[src/rtl/hidden_feeder_pkg.sv]
// hidden_feeder_pkg: feeder state encoding, NOP instruction and cpu_io field layout.
package hidden_feeder_pkg;
    typedef enum logic [2:0] {ST_IDLE, ST_LOAD, ST_RESET, ST_RUN, ST_HALT} state_t;
    localparam logic [5:0] NOP_INSTR = 6'b000000;
    localparam int IO_CLK      = 0;
    localparam int IO_RST      = 1;
    localparam int IO_INSTR_LO = 2;
    localparam int IO_INSTR_HI = 7;
endpackage

[src/rtl/hidden_prog_mem.sv]
// hidden_prog_mem: DEPTH x 6 program register file, synchronous write, asynchronous read.
module hidden_prog_mem #(
    parameter int DEPTH = 16,
    parameter int AW    = $clog2(DEPTH)
) (
    input  logic          clk,
    input  logic          we,
    input  logic [AW-1:0] waddr,
    input  logic [5:0]    wdata,
    input  logic [AW-1:0] raddr,
    output logic [5:0]    rdata
);
    logic [5:0] mem [DEPTH];

    always_ff @(posedge clk) begin
        if (we) mem[waddr] <= wdata;
    end

    assign rdata = mem[raddr];
endmodule

[src/rtl/hidden_prog_feeder.sv]
// hidden_prog_feeder: loads a program and feeds it to the HiddenCPU io_in word, generating its clock and reset.
// Optional HIDDEN_FEEDER_SINGLESTEP_EN adds a step input that gates each CPU period.
module hidden_prog_feeder
    import hidden_feeder_pkg::*;
#(
    parameter int DEPTH      = 16,
    parameter int RST_CYCLES = 2
) (
    input  logic                     clk,
    input  logic                     rst,
    input  logic                     load_valid,
    output logic                     load_ready,
    input  logic [5:0]               load_data,
    input  logic                     load_last,
    input  logic                     start,
    input  logic                     stop,
`ifdef HIDDEN_FEEDER_SINGLESTEP_EN
    input  logic                     step,
`endif
    input  logic [7:0]               pc_in,
    output logic [7:0]               cpu_io,
    output logic [$clog2(DEPTH):0]   prog_len,
    output logic                     halted,
    output logic                     busy
);
    localparam int AW = $clog2(DEPTH);
    localparam int CW = $clog2(RST_CYCLES + 1);

    state_t        state, state_n;
    logic          phase, phase_n;
    logic [AW-1:0] wptr, wptr_n;
    logic [AW:0]   prog_len_n;
    logic [CW-1:0] cnt, cnt_n;
    logic [5:0]    instr, instr_n, rdata;
    logic          wr, adv, in_range;

`ifdef HIDDEN_FEEDER_SINGLESTEP_EN
    assign adv = step;
`else
    assign adv = 1'b1;
`endif

    assign in_range = {1'b0, pc_in} < 9'(prog_len);

    hidden_prog_mem #(.DEPTH(DEPTH), .AW(AW)) u_mem (
        .clk   (clk),
        .we    (wr),
        .waddr ((state == ST_LOAD) ? wptr : '0),
        .wdata (load_data),
        .raddr (pc_in[AW-1:0]),
        .rdata (rdata)
    );

    always_ff @(posedge clk or negedge rst) begin
        if (!rst) begin
            state    <= ST_IDLE;
            phase    <= 1'b0;
            wptr     <= '0;
            prog_len <= '0;
            cnt      <= '0;
            instr    <= NOP_INSTR;
        end else begin
            state    <= state_n;
            phase    <= phase_n;
            wptr     <= wptr_n;
            prog_len <= prog_len_n;
            cnt      <= cnt_n;
            instr    <= instr_n;
        end
    end

    always_comb begin
        state_n    = state;
        phase_n    = phase;
        wptr_n     = wptr;
        prog_len_n = prog_len;
        cnt_n      = cnt;
        instr_n    = instr;
        wr         = 1'b0;
        case (state)
            ST_IDLE, ST_HALT: begin
                if (load_valid) begin
                    wr         = 1'b1;
                    wptr_n     = load_last ? '0 : AW'(1);
                    prog_len_n = load_last ? (AW+1)'(1) : '0;
                    state_n    = load_last ? ST_IDLE : ST_LOAD;
                end else if (start && !stop && prog_len != '0) begin
                    state_n = ST_RESET;
                    phase_n = 1'b0;
                    cnt_n   = '0;
                    instr_n = NOP_INSTR;
                end
            end
            ST_LOAD: begin
                if (load_valid) begin
                    wr     = 1'b1;
                    wptr_n = wptr + AW'(1);
                    if (load_last || wptr == AW'(DEPTH - 1)) begin
                        prog_len_n = {1'b0, wptr} + (AW+1)'(1);
                        wptr_n     = '0;
                        state_n    = ST_IDLE;
                    end
                end
            end
            ST_RESET: begin
                if (stop) begin
                    state_n = ST_HALT;
                    phase_n = 1'b0;
                end else begin
                    phase_n = ~phase;
                    if (phase && cnt == CW'(RST_CYCLES - 1)) state_n = ST_RUN;
                    else if (phase) cnt_n = cnt + CW'(1);
                end
            end
            ST_RUN: begin
                // Instruction and rising cpu_clk are launched together on leaving phase 0
                if (stop) begin
                    state_n = ST_HALT;
                    phase_n = 1'b0;
                end else if (phase) begin
                    phase_n = 1'b0;
                end else if (adv) begin
                    if (in_range) begin
                        instr_n = rdata;
                        phase_n = 1'b1;
                    end else begin
                        state_n = ST_HALT;
                    end
                end
            end
            default: state_n = ST_IDLE;
        endcase
    end

    always_comb begin
        cpu_io = '0;
        cpu_io[IO_CLK] = phase && (state == ST_RESET || state == ST_RUN);
        cpu_io[IO_RST] = state inside {ST_IDLE, ST_LOAD, ST_RESET};
        cpu_io[IO_INSTR_HI:IO_INSTR_LO] = (state == ST_RUN) ? instr : NOP_INSTR;
    end

    assign load_ready = state inside {ST_IDLE, ST_LOAD, ST_HALT};
    assign halted     = state == ST_HALT;
    assign busy       = state inside {ST_RESET, ST_RUN};
endmodule

[config.mk]
export PLATFORM = sky130hd
export DESIGN_NAME = hidden_prog_feeder
export DESIGN_NICKNAME = d
export VERILOG_FILES = /design/src/rtl/hidden_feeder_pkg.sv /design/src/rtl/hidden_prog_mem.sv /design/src/rtl/hidden_prog_feeder.sv
export SDC_FILE = /design/constraint.sdc
export NUM_CORES = 1
export LEC_CHECK = 0
export ABC_AREA = 1
export CAP_MARGIN = 10
export CORE_UTILIZATION = 55
export CTS_BUF_LIST = sky130_fd_sc_hd__clkbuf_4 sky130_fd_sc_hd__clkbuf_8
export DETAILED_ROUTE_END_ITERATION = 8
export GPL_ROUTABILITY_DRIVEN = 0
export HOLD_SLACK_MARGIN = 0.06
export PLACE_DENSITY = 0.83
export SYNTH_ARGS = -nofsm -noshare
export SYNTH_HDL_FRONTEND = slang
export SYNTH_HIERARCHICAL = 1
export SYNTH_SLANG_ARGS = --single-unit
export TNS_END_PERCENT = 10
[constraint.sdc]
create_clock -name clk -period 1.85 [get_ports clk]
set_input_delay 0.37 -clock clk [delete_from_list [all_inputs] [get_ports clk]]
set_output_delay 0.37 -clock clk [all_outputs]
set_load 0.005 [all_outputs]
## After elaboration in Yosys (flattened, before gate mapping)

Memories as Yosys holds them, arrays and structs flattened.
Index checks and enable logic that the tools add are counted.

- Add/subtract/negate cells: 3
- Multipliers: 0
- Divide/modulo/power cells: 0
- Order comparisons: 1
- Equal/unequal tests: 21
- Shift operators: 0
- Muxes and demuxes: 46
- Bitwise operators: 1
- Reduce and logical (&&, ||, !) cells: 24

Operators with widths:

| operator | count |
|---|---|
| two-way mux 6 bit | 6 |
| two-way mux 3 bit | 9 |
| != test 2 bit (second input constant) | 10 |
| AND reduction 6 bit | 3 |
| two-way mux 4 bit | 4 |
| two-way mux 5 bit | 3 |
| two-way mux 1 bit | 13 |
| != test 3 bit (second input constant) | 4 |
| case mux 3 bit (4 select lines) | 1 |
| case mux 6 bit (2 select lines) | 1 |
| two-way mux 2 bit | 5 |
| case mux 5 bit (2 select lines) | 1 |
| nonzero test 3 bit | 3 |
| less-than comparator 8 x 5 -> 1 bit | 1 |
| case mux 4 bit (2 select lines) | 1 |
| nonzero test 2 bit | 4 |
| equality test 3 x 2 -> 1 bit (second input constant) | 2 |
| AND reduction 3 bit | 2 |
| adder 4 x 1 -> 5 bit (second input constant) | 1 |
| nonzero test 5 bit | 1 |
| adder 4 x 1 -> 4 bit (second input constant) | 1 |
| equality test 4 bit (second input constant) | 1 |
| logical AND 1 bit | 4 |
| case mux 2 bit (2 select lines) | 1 |
| 13 further kinds | 14 |

- Flip-flop bits (word level): 21
- Latch bits: 0
- Bits in writable memories: 96
- Bits in read-only memories: 0
- Input bits: 20
- Output and inout port bits: 16
- Memories: 1

Memories:

| name | depth | width | read ports | clocked after Yosys merged registers in | wr ports | line | source |
|---|---|---|---|---|---|---|---|
| u_mem.mem | 16 | 6 | 1 | 0 | 1 | hidden_prog_mem.sv:13 | `logic [5:0] mem [DEPTH];` |

## Depth between registers and ports, before layout

Gate-level depths: netlist (run 1).

- Depth after elaboration: 6
- Gate-level depth with buffers: 12
- Gate-level depth less buffers: 12

## Hierarchy

The synthesis (run 1) kept the hierarchy.

Modules (own cells, without submodules):

| module | instances | cells an instance | area each (µm²) |
|---|---|---|---|
| hidden_prog_mem | 1 | 414 | 4,205.3 |
| hidden_prog_feeder | 1 | 206 | 1,430.1 |

## Least setup slack after synthesis (run 1)

Ideal clock, no wire load.

- Path kind: register -> register
- From: register state[1]
- To: memory u_mem.mem[8][0], enable pin
- Setup time: 0.350 ns
- Arrival time: 1.388 ns
- Data required time: 1.500 ns
- Slack: 0.113 ns
- Stages on the path, launching flop included: 8
- Buffers on the path: 0
- Clock period less this slack: 1.737 ns
- Cells stage by stage: dfrtp_1 -> inv_2 -> nand3_2 -> nand2_2 -> nand2_2 -> inv_2 -> nand3b_1 -> nor2_1

- Cells in the longest elaborated chain, start to end: 5

RTL lines:

| item | line | source |
|---|---|---|
| start, declared | hidden_prog_feeder.sv:29 | `state_t state, state_n;` |
| start signal, assigned | hidden_prog_feeder.sv:63 | `state <= state_n;` |
| equality test 3 bit, or another cell as far along | hidden_prog_feeder.sv:80 | `case (state)` |
| OR reduction 3 bit (no source line) (*) | n/a |  |
| two-way mux 1 bit (*) | n/a |  |
| net wr | hidden_prog_feeder.sv:35 | `logic wr, adv, in_range;` |
| two-way mux 1 bit (*) | hidden_prog_mem.sv:16 | `if (we) mem[waddr] <= wdata;` |
| two-way mux 1 bit (implied by the code) (*) | hidden_prog_mem.sv:16 |  |
| end, declared | hidden_prog_mem.sv:13 |  |

Mark *: on every way through the listed nets, which the timed path passes. The rest lies on a longest branch.

## Worst setup path in the final report (run 1)

- From: register state[1]
- To: output halted

- Cells in the longest elaborated chain, start to end: 1

RTL lines:

| item | line | source |
|---|---|---|
| equality test 3 bit | hidden_prog_feeder.sv:143 | `assign halted = state == ST_HALT;` |
| end, declared | hidden_prog_feeder.sv:23 | `output logic halted,` |

Every way passes these cells.

==> results of run 1 <==
==> metrics by stage <==
step | worst slack, ns | TNS [ns]
after floorplan | 0.113 | 0
after CTS | -0.234 | -0.234
final | 0.0524 | 0
after global placement | -0.198 | -1.30
after detailed placement | -0.249 | -1.74
after global routing | -0.0485 | -0.109
==> state kept, by name, indices dropped and copies added, names as in the netlist <==
register   count
u_mem/mem     96
instr          6
prog_len       5
wptr           4
state          3
cnt            2
phase          1
==> synthesized netlist by cell type, types with 3 or more instances <==
master    number
edfxtp_1      96
buf_4          5
nor2_1        50
nand3_2        3
buf_2          9
inv_2          7
nand2_2        6
nand2_1      175
inv_1        113
nand3b_1       3
dfrtp_1       21
o21ai_1        7
nand3_1       93
a21oi_1        4
clkbuf_1       4
ha_1           6
o21ai_0        6
==> area by class of cell <==
| type | instances | share of cell area, % |
|---|---|---|
| timing repair buffer | 83 | 10.7 |
| clock inverter | 14 | 2.65 |
| sequential | 117 | 49.1 |
| inverter | 120 | 6.52 |
| multi-input combinational | 365 | 25.1 |
| tap | 133 | 2.40 |
| clock buffer | 18 | 3.57 |
==> cell families (layout without fill, tap and decap cells) <==
| kind of cell | Yosys count | after routing | synth area share [%] |
|---|---|---|---|
| buffers and inverters | 138 | 235 | 9.72 |
| xor gates and xnor gates | 1 | 1 | 0.155 |
| AOI/OAI and AO/OA | 22 | 22 | 2.29 |
| and+or+nand+nor | 336 | 336 | 26.0 |
| adders and majority gates | 6 | 6 | 1.33 |
| DFF | 117 | 117 | 60.5 |
==> repair_timing <==
item,CTS,global route
hold endpoints to repair,0,0
setup buffers,2,0
pin swaps,2,0
hold buffers,0,0
setup endpoints to repair,29,79
gates resized for setup,32,18
==> worst paths after layout <==
path / startpoint / end / slack, ns / cells past startpoint
setup / recovery: state[1] / halted / 0.05 / 5
hold / removal: rst / state[2] / 0.29 / 2
setup reg to reg: state[2] / u_mem/mem[8][1] / 0.05 / 9
hold reg to reg: instr[0] / instr[0] / 0.48 / 2
max in group asynchronous: rst / state[0] / 1.33 / 2
min in group clk: instr[0] / instr[0] / 0.48 / 2
==> power breakdown <==
group / internal (mW) / leakage (nW) / total, mW / switching [mW]
logic: 0.667 / 1.81 / 1.74 / 1.07
registers: 3.04 / 1.15 / 3.16 / 0.120
clock network: 1.49 / 0.212 / 2.53 / 1.04
total: 5.19 / 3.16 / 7.42 / 2.22
==> layer usage <==
metal | track usage, % | vias up | wire length (microns)
li1 | - | 2141 | -
met2 | 44.6 | 225 | 6520
met3 | 7.73 | 42 | 1030
met1 | 34.9 | 2078 | 5310
met4 | 10.1 | 0 | 328
met5 | 0 | - | 0
==> worst max-delay path: cells and delay by family (launching register included) <==
family                 cells  cell delay [ns]
buffers and inverters      3             0.43
and+or+nand+nor            2             0.18
DFF                        1             0.39
==> metrics.txt, run 1 <==
post-synth top area share=51.2%; Initial Util=57.1%; crit-path max cell delay=0.39 ns; drt pass-1 iters=5; largest net degree at the start of global routing=34; CTS root buffer=clkbuf_8; Inst Count DP=816; clk_skew=0.00901 ns; initial DRC count=481; critical path cell sequence=inv_2 > buf_4 > nand2_4 > nor2_1 > clkdlybuf4s15_1; mean post-synth cell area=9.09 sq um; Setup Viol. Count Final=0; sequential cell area=3410 sq um; Ant. Diodes=0; io pins=36; IO Port Bufs=35; initial antenna violation count=0; global-route wire length before repair=21.3 mm; vias in the first global route=4400; antenna viol nets, final=0; most frequent cells in the layout=nand2_1 (175), inv_1 (113), edfxtp_1 (96); fraction of layout cells with a size suffix above 1=16.5%; Area growth, synth to finish=23.2%; multi-input logic area=1740 sq um; Pwr Total=7.42 mW; Synth Instances=620; mapped cell area=5640 sq um; Vias=4486; Non-Filler Instances=850; fillers=691; Clock Sinks=117; Hold Crit Class=in -> async; area leader, netlist=edfxtp_1; Post-synth EDFFs=96; Pleak=3.16 nW; asr flop ratio synth=17.9%; Wirelength per Cell=15.5 microns; final core occ=70.4%; max-cap viol count=0; Critical Path End Type=output pin; DPL Wire Length=8.97 mm; min Tclk post-route=1.80 ns; CTS buffer count=17; TritonCTS clock tree=done; Req. time, crit path=1.48 ns; CP Max Fanout=5; hold slack=0.286 ns; Die Y=103 microns; post-synthesis register bit count=117; Slew Viols, Final=0; commonest non-fill, non-tap cell in the layout=nand2_1; FP Rows=36; Arr. time, crit path=1.43 ns; total global routing overflow=0; crit share post-route=97.2%; Least-Margin Pin Slew=0.366 ns; core area=9860 sq um; DRC Markers=0; Worst-Skew Late Latency=0.43 ns; H-tree levels=4; fin area=6940 sq um; outcome=completed; Post-Syn Nets=646; yosys warns=6; Worst VDD drop=0.700 mV; clk slew on worst S/H paths=0.07 ns; Max Root-Sink Buffers=2; Max Freq=556 MHz; die area=10700 sq um; library cells used by synthesis=27; Synth area leaders=edfxtp_1 (51%), nand2_1 (12%), dfrtp_1 (9.3%); instance area at placement=6450 sq um; sequential-to-total area share from yosys stat=60.5%; Primary FF master, synth=edfxtp_1; critical path's slowest cell=dfrtp_1; die width=103 microns; vias per inst=5.28; hold violation count in the final report=0; final WL=13.2 mm; Layout Nets=730; Worst Setup Path Type=reg -> out; Total GRT Usage=27.3%; RSZ-0062 raised after global routing=yes; Power Density=1070 nW/um^2; Slew HR=75.6%; startpoint types=flop
Power figures use the tool's default switching activity.
==> run 2, diff against run 1 <==
--- a/config.mk
+++ b/config.mk
@@ -7,12 +7,14 @@
 export LEC_CHECK = 0
 export ABC_AREA = 1
 export CAP_MARGIN = 10
-export CORE_UTILIZATION = 55
+export CELL_PAD_IN_SITES_DETAIL_PLACEMENT = 0
+export CELL_PAD_IN_SITES_GLOBAL_PLACEMENT = 2
+export CORE_UTILIZATION = 25
 export CTS_BUF_LIST = sky130_fd_sc_hd__clkbuf_4 sky130_fd_sc_hd__clkbuf_8
 export DETAILED_ROUTE_END_ITERATION = 8
 export GPL_ROUTABILITY_DRIVEN = 0
 export HOLD_SLACK_MARGIN = 0.06
-export PLACE_DENSITY = 0.83
+export PLACE_DENSITY = 0.64
 export SYNTH_ARGS = -nofsm -noshare
 export SYNTH_HDL_FRONTEND = slang
 export SYNTH_HIERARCHICAL = 1
==> constraint.sdc (replaced) <==
create_clock -name clk -period 1.85 [get_ports clk]
set_input_delay 0.555 -clock clk [delete_from_list [all_inputs] [get_ports clk]]
set_output_delay 0.555 -clock clk [all_outputs]
set_load 0.005 [all_outputs]
==> metrics.txt, run 2 (synthesis results as in run 1) <==
Slew Viols, Final=0; Vias=4312; commonest non-fill, non-tap cell in the layout=nand2_1; TritonCTS clock tree=done; io pins=36; hold buffer count at CTS=0; setup tns final=-2.07 ns; CTS buffer count=17; clk_skew=0.0107 ns; Total GRT Usage=14.3%; RSZ-0062 raised after global routing=yes; Worst Setup Path Type=reg -> out; largest net degree at the start of global routing=39; final WL=15.3 mm; fraction of layout cells with a size suffix above 1=21.4%; Regs by FF count=u_mem/mem (96), instr (6), prog_len (5); die width=152 microns; Worst-Skew Late Latency=0.43 ns; dpl ws=-0.396 ns; clk slew on worst S/H paths=0.07 ns; crit-path max cell delay=0.39 ns; IO Port Bufs=35; global-route wire length before repair=25.0 mm; Largest Register=u_mem/mem; fin area=7370 sq um; vias in the first global route=4535; critical path cell sequence=buf_4 > nor2_4 > buf_6 > clkdlybuf4s15_2; Critical Path End Type=output pin; Setup Viol. Count Final=56; Arr. time, crit path=1.38 ns; multi-input logic area=1810 sq um; Layout Nets=756; most frequent cells in the layout=nand2_1 (170), inv_1 (113), edfxtp_1 (96); fillers=2231; startpoint types=flop; max-cap viol count=0; failing checks=setup timing; core area=22000 sq um; CP Max Fanout=2; CTS root buffer=clkbuf_8; initial antenna violation count=0; Clock Sinks=117; total global routing overflow=0; critical path's slowest cell=dfrtp_1; Max Freq=518 MHz; Hold Crit Class=in -> async; Ant. Diodes=0; antenna viol nets, final=0; Least-Margin Pin Slew=0.415 ns; hold violation count in the final report=0; Pleak=3.30 nW; outcome=finished, violations left; flop2flop setup slack=-0.08 ns; Req. time, crit path=1.29 ns; Power Density=1040 nW/um^2; Die Y=152 microns; Final WS setup=-0.0820 ns; sequential cell area=3410 sq um; H-tree levels=4; instance area at placement=6740 sq um; die area=23100 sq um; Max Root-Sink Buffers=2; initial DRC count=308; Area growth, synth to finish=30.8%; DPL Wire Length=11.2 mm; Wirelength per Cell=15.0 microns; drt pass-1 iters=5; max FFs per register=96; min Tclk post-route=1.93 ns; Slew HR=72.3%; FP Rows=54; crit share post-route=104%; vias per inst=4.22; DRC Markers=0; Worst VDD drop=0.539 mV; Initial Util=25.7%
==> run 2: cell count changes in the layout (fill, tap and decap cells not counted), moves of 6 or more <==
cell	previous run	this run
nor2_4	3	10
buf_4	41	60
clkdlybuf4s50_1	24	17
buf_6	3	11
buf_2	4	10
==> run 2: layout make-up <==
| class | instances | area share, % |
|---|---|---|
| clock inverters | 13 | 2.10 |
| flip-flops and latches | 117 | 46.2 |
| clock buffers | 19 | 3.38 |
| multi-input cells | 365 | 24.6 |
| repair buffers | 109 | 12.8 |
| inverters | 120 | 6.14 |
| well taps | 280 | 4.75 |
==> run 2: final timing paths <==
path                                from          endpoint  cells past startpoint
min in group clk                instr[1]          instr[1]                      2
worst max register to register  state[1]  u_mem/mem[10][1]                      9
max in group asynchronous            rst          state[0]                      2
worst min register to register  instr[1]          instr[1]                      2
worst min-delay path                 rst          state[2]                      2
worst max-delay path            state[2]              busy                      4
==> run 2: repair_timing <==
action / in CTS / in global routing
endpoints found under the setup margin: 112 / 116
hold endpoints to repair: 0 / 0
gates cloned: 0 / 0
pin swaps: 9 / 6
resized for setup: 79 / 18
setup buffers: 14 / 0
==> run 2: stage by stage <==
| step | hold slack [ns] | cells | utilization (%) | total power, mW |
|---|---|---|---|---|
| 6_report | 0.470 | 1023 | 33.6 | 7.68 |
| 3_3_place_gp | 0.466 | 978 | 30.7 | 5.00 |
| 4_1_cts | 0.448 | 1023 | 33.3 | 7.72 |
| 2_1_floorplan | 0.259 | 620 | - | 4.18 |
| 3_5_place_dp | 0.470 | 978 | 30.7 | 5.01 |
| 5_1_grt | 0.463 | 1023 | 33.6 | 8.14 |
==> run 2: per-layer routing <==
layer  wire length (microns)  global-route usage (%)  up-vias
li1                        -                       -     2196
met1                    7140                    18.3     2022
met2                    7260                    23.3       76
met3                     611                    3.19       18
met4                     319                    5.69        0
met5                       0                       0        -
==> run 2: report_power, final <==
group | internal, mW | leakage, nW | switching, mW
clock | 1.36 | 0.196 | 1.06
combinational | 0.892 | 1.95 | 1.22
sequential | 3.04 | 1.15 | 0.119
total | 5.28 | 3.30 | 2.39
==> run 2: worst max-delay path, delay by kind of cell (launching register included) <==
kind | cells | cell delay [ns]
flops | 1 | 0.39
buf+inv | 3 | 0.45
simple gates | 1 | 0.10
==> run 3, diff against run 2 <==
--- a/config.mk
+++ b/config.mk
@@ -15,6 +15,7 @@
 export GPL_ROUTABILITY_DRIVEN = 0
 export HOLD_SLACK_MARGIN = 0.06
 export PLACE_DENSITY = 0.64
+export SLEW_MARGIN = 20
 export SYNTH_ARGS = -nofsm -noshare
 export SYNTH_HDL_FRONTEND = slang
 export SYNTH_HIERARCHICAL = 1
==> results of run 3 <==
No change in the layout: final DEF, timing and power equal those of run 2.
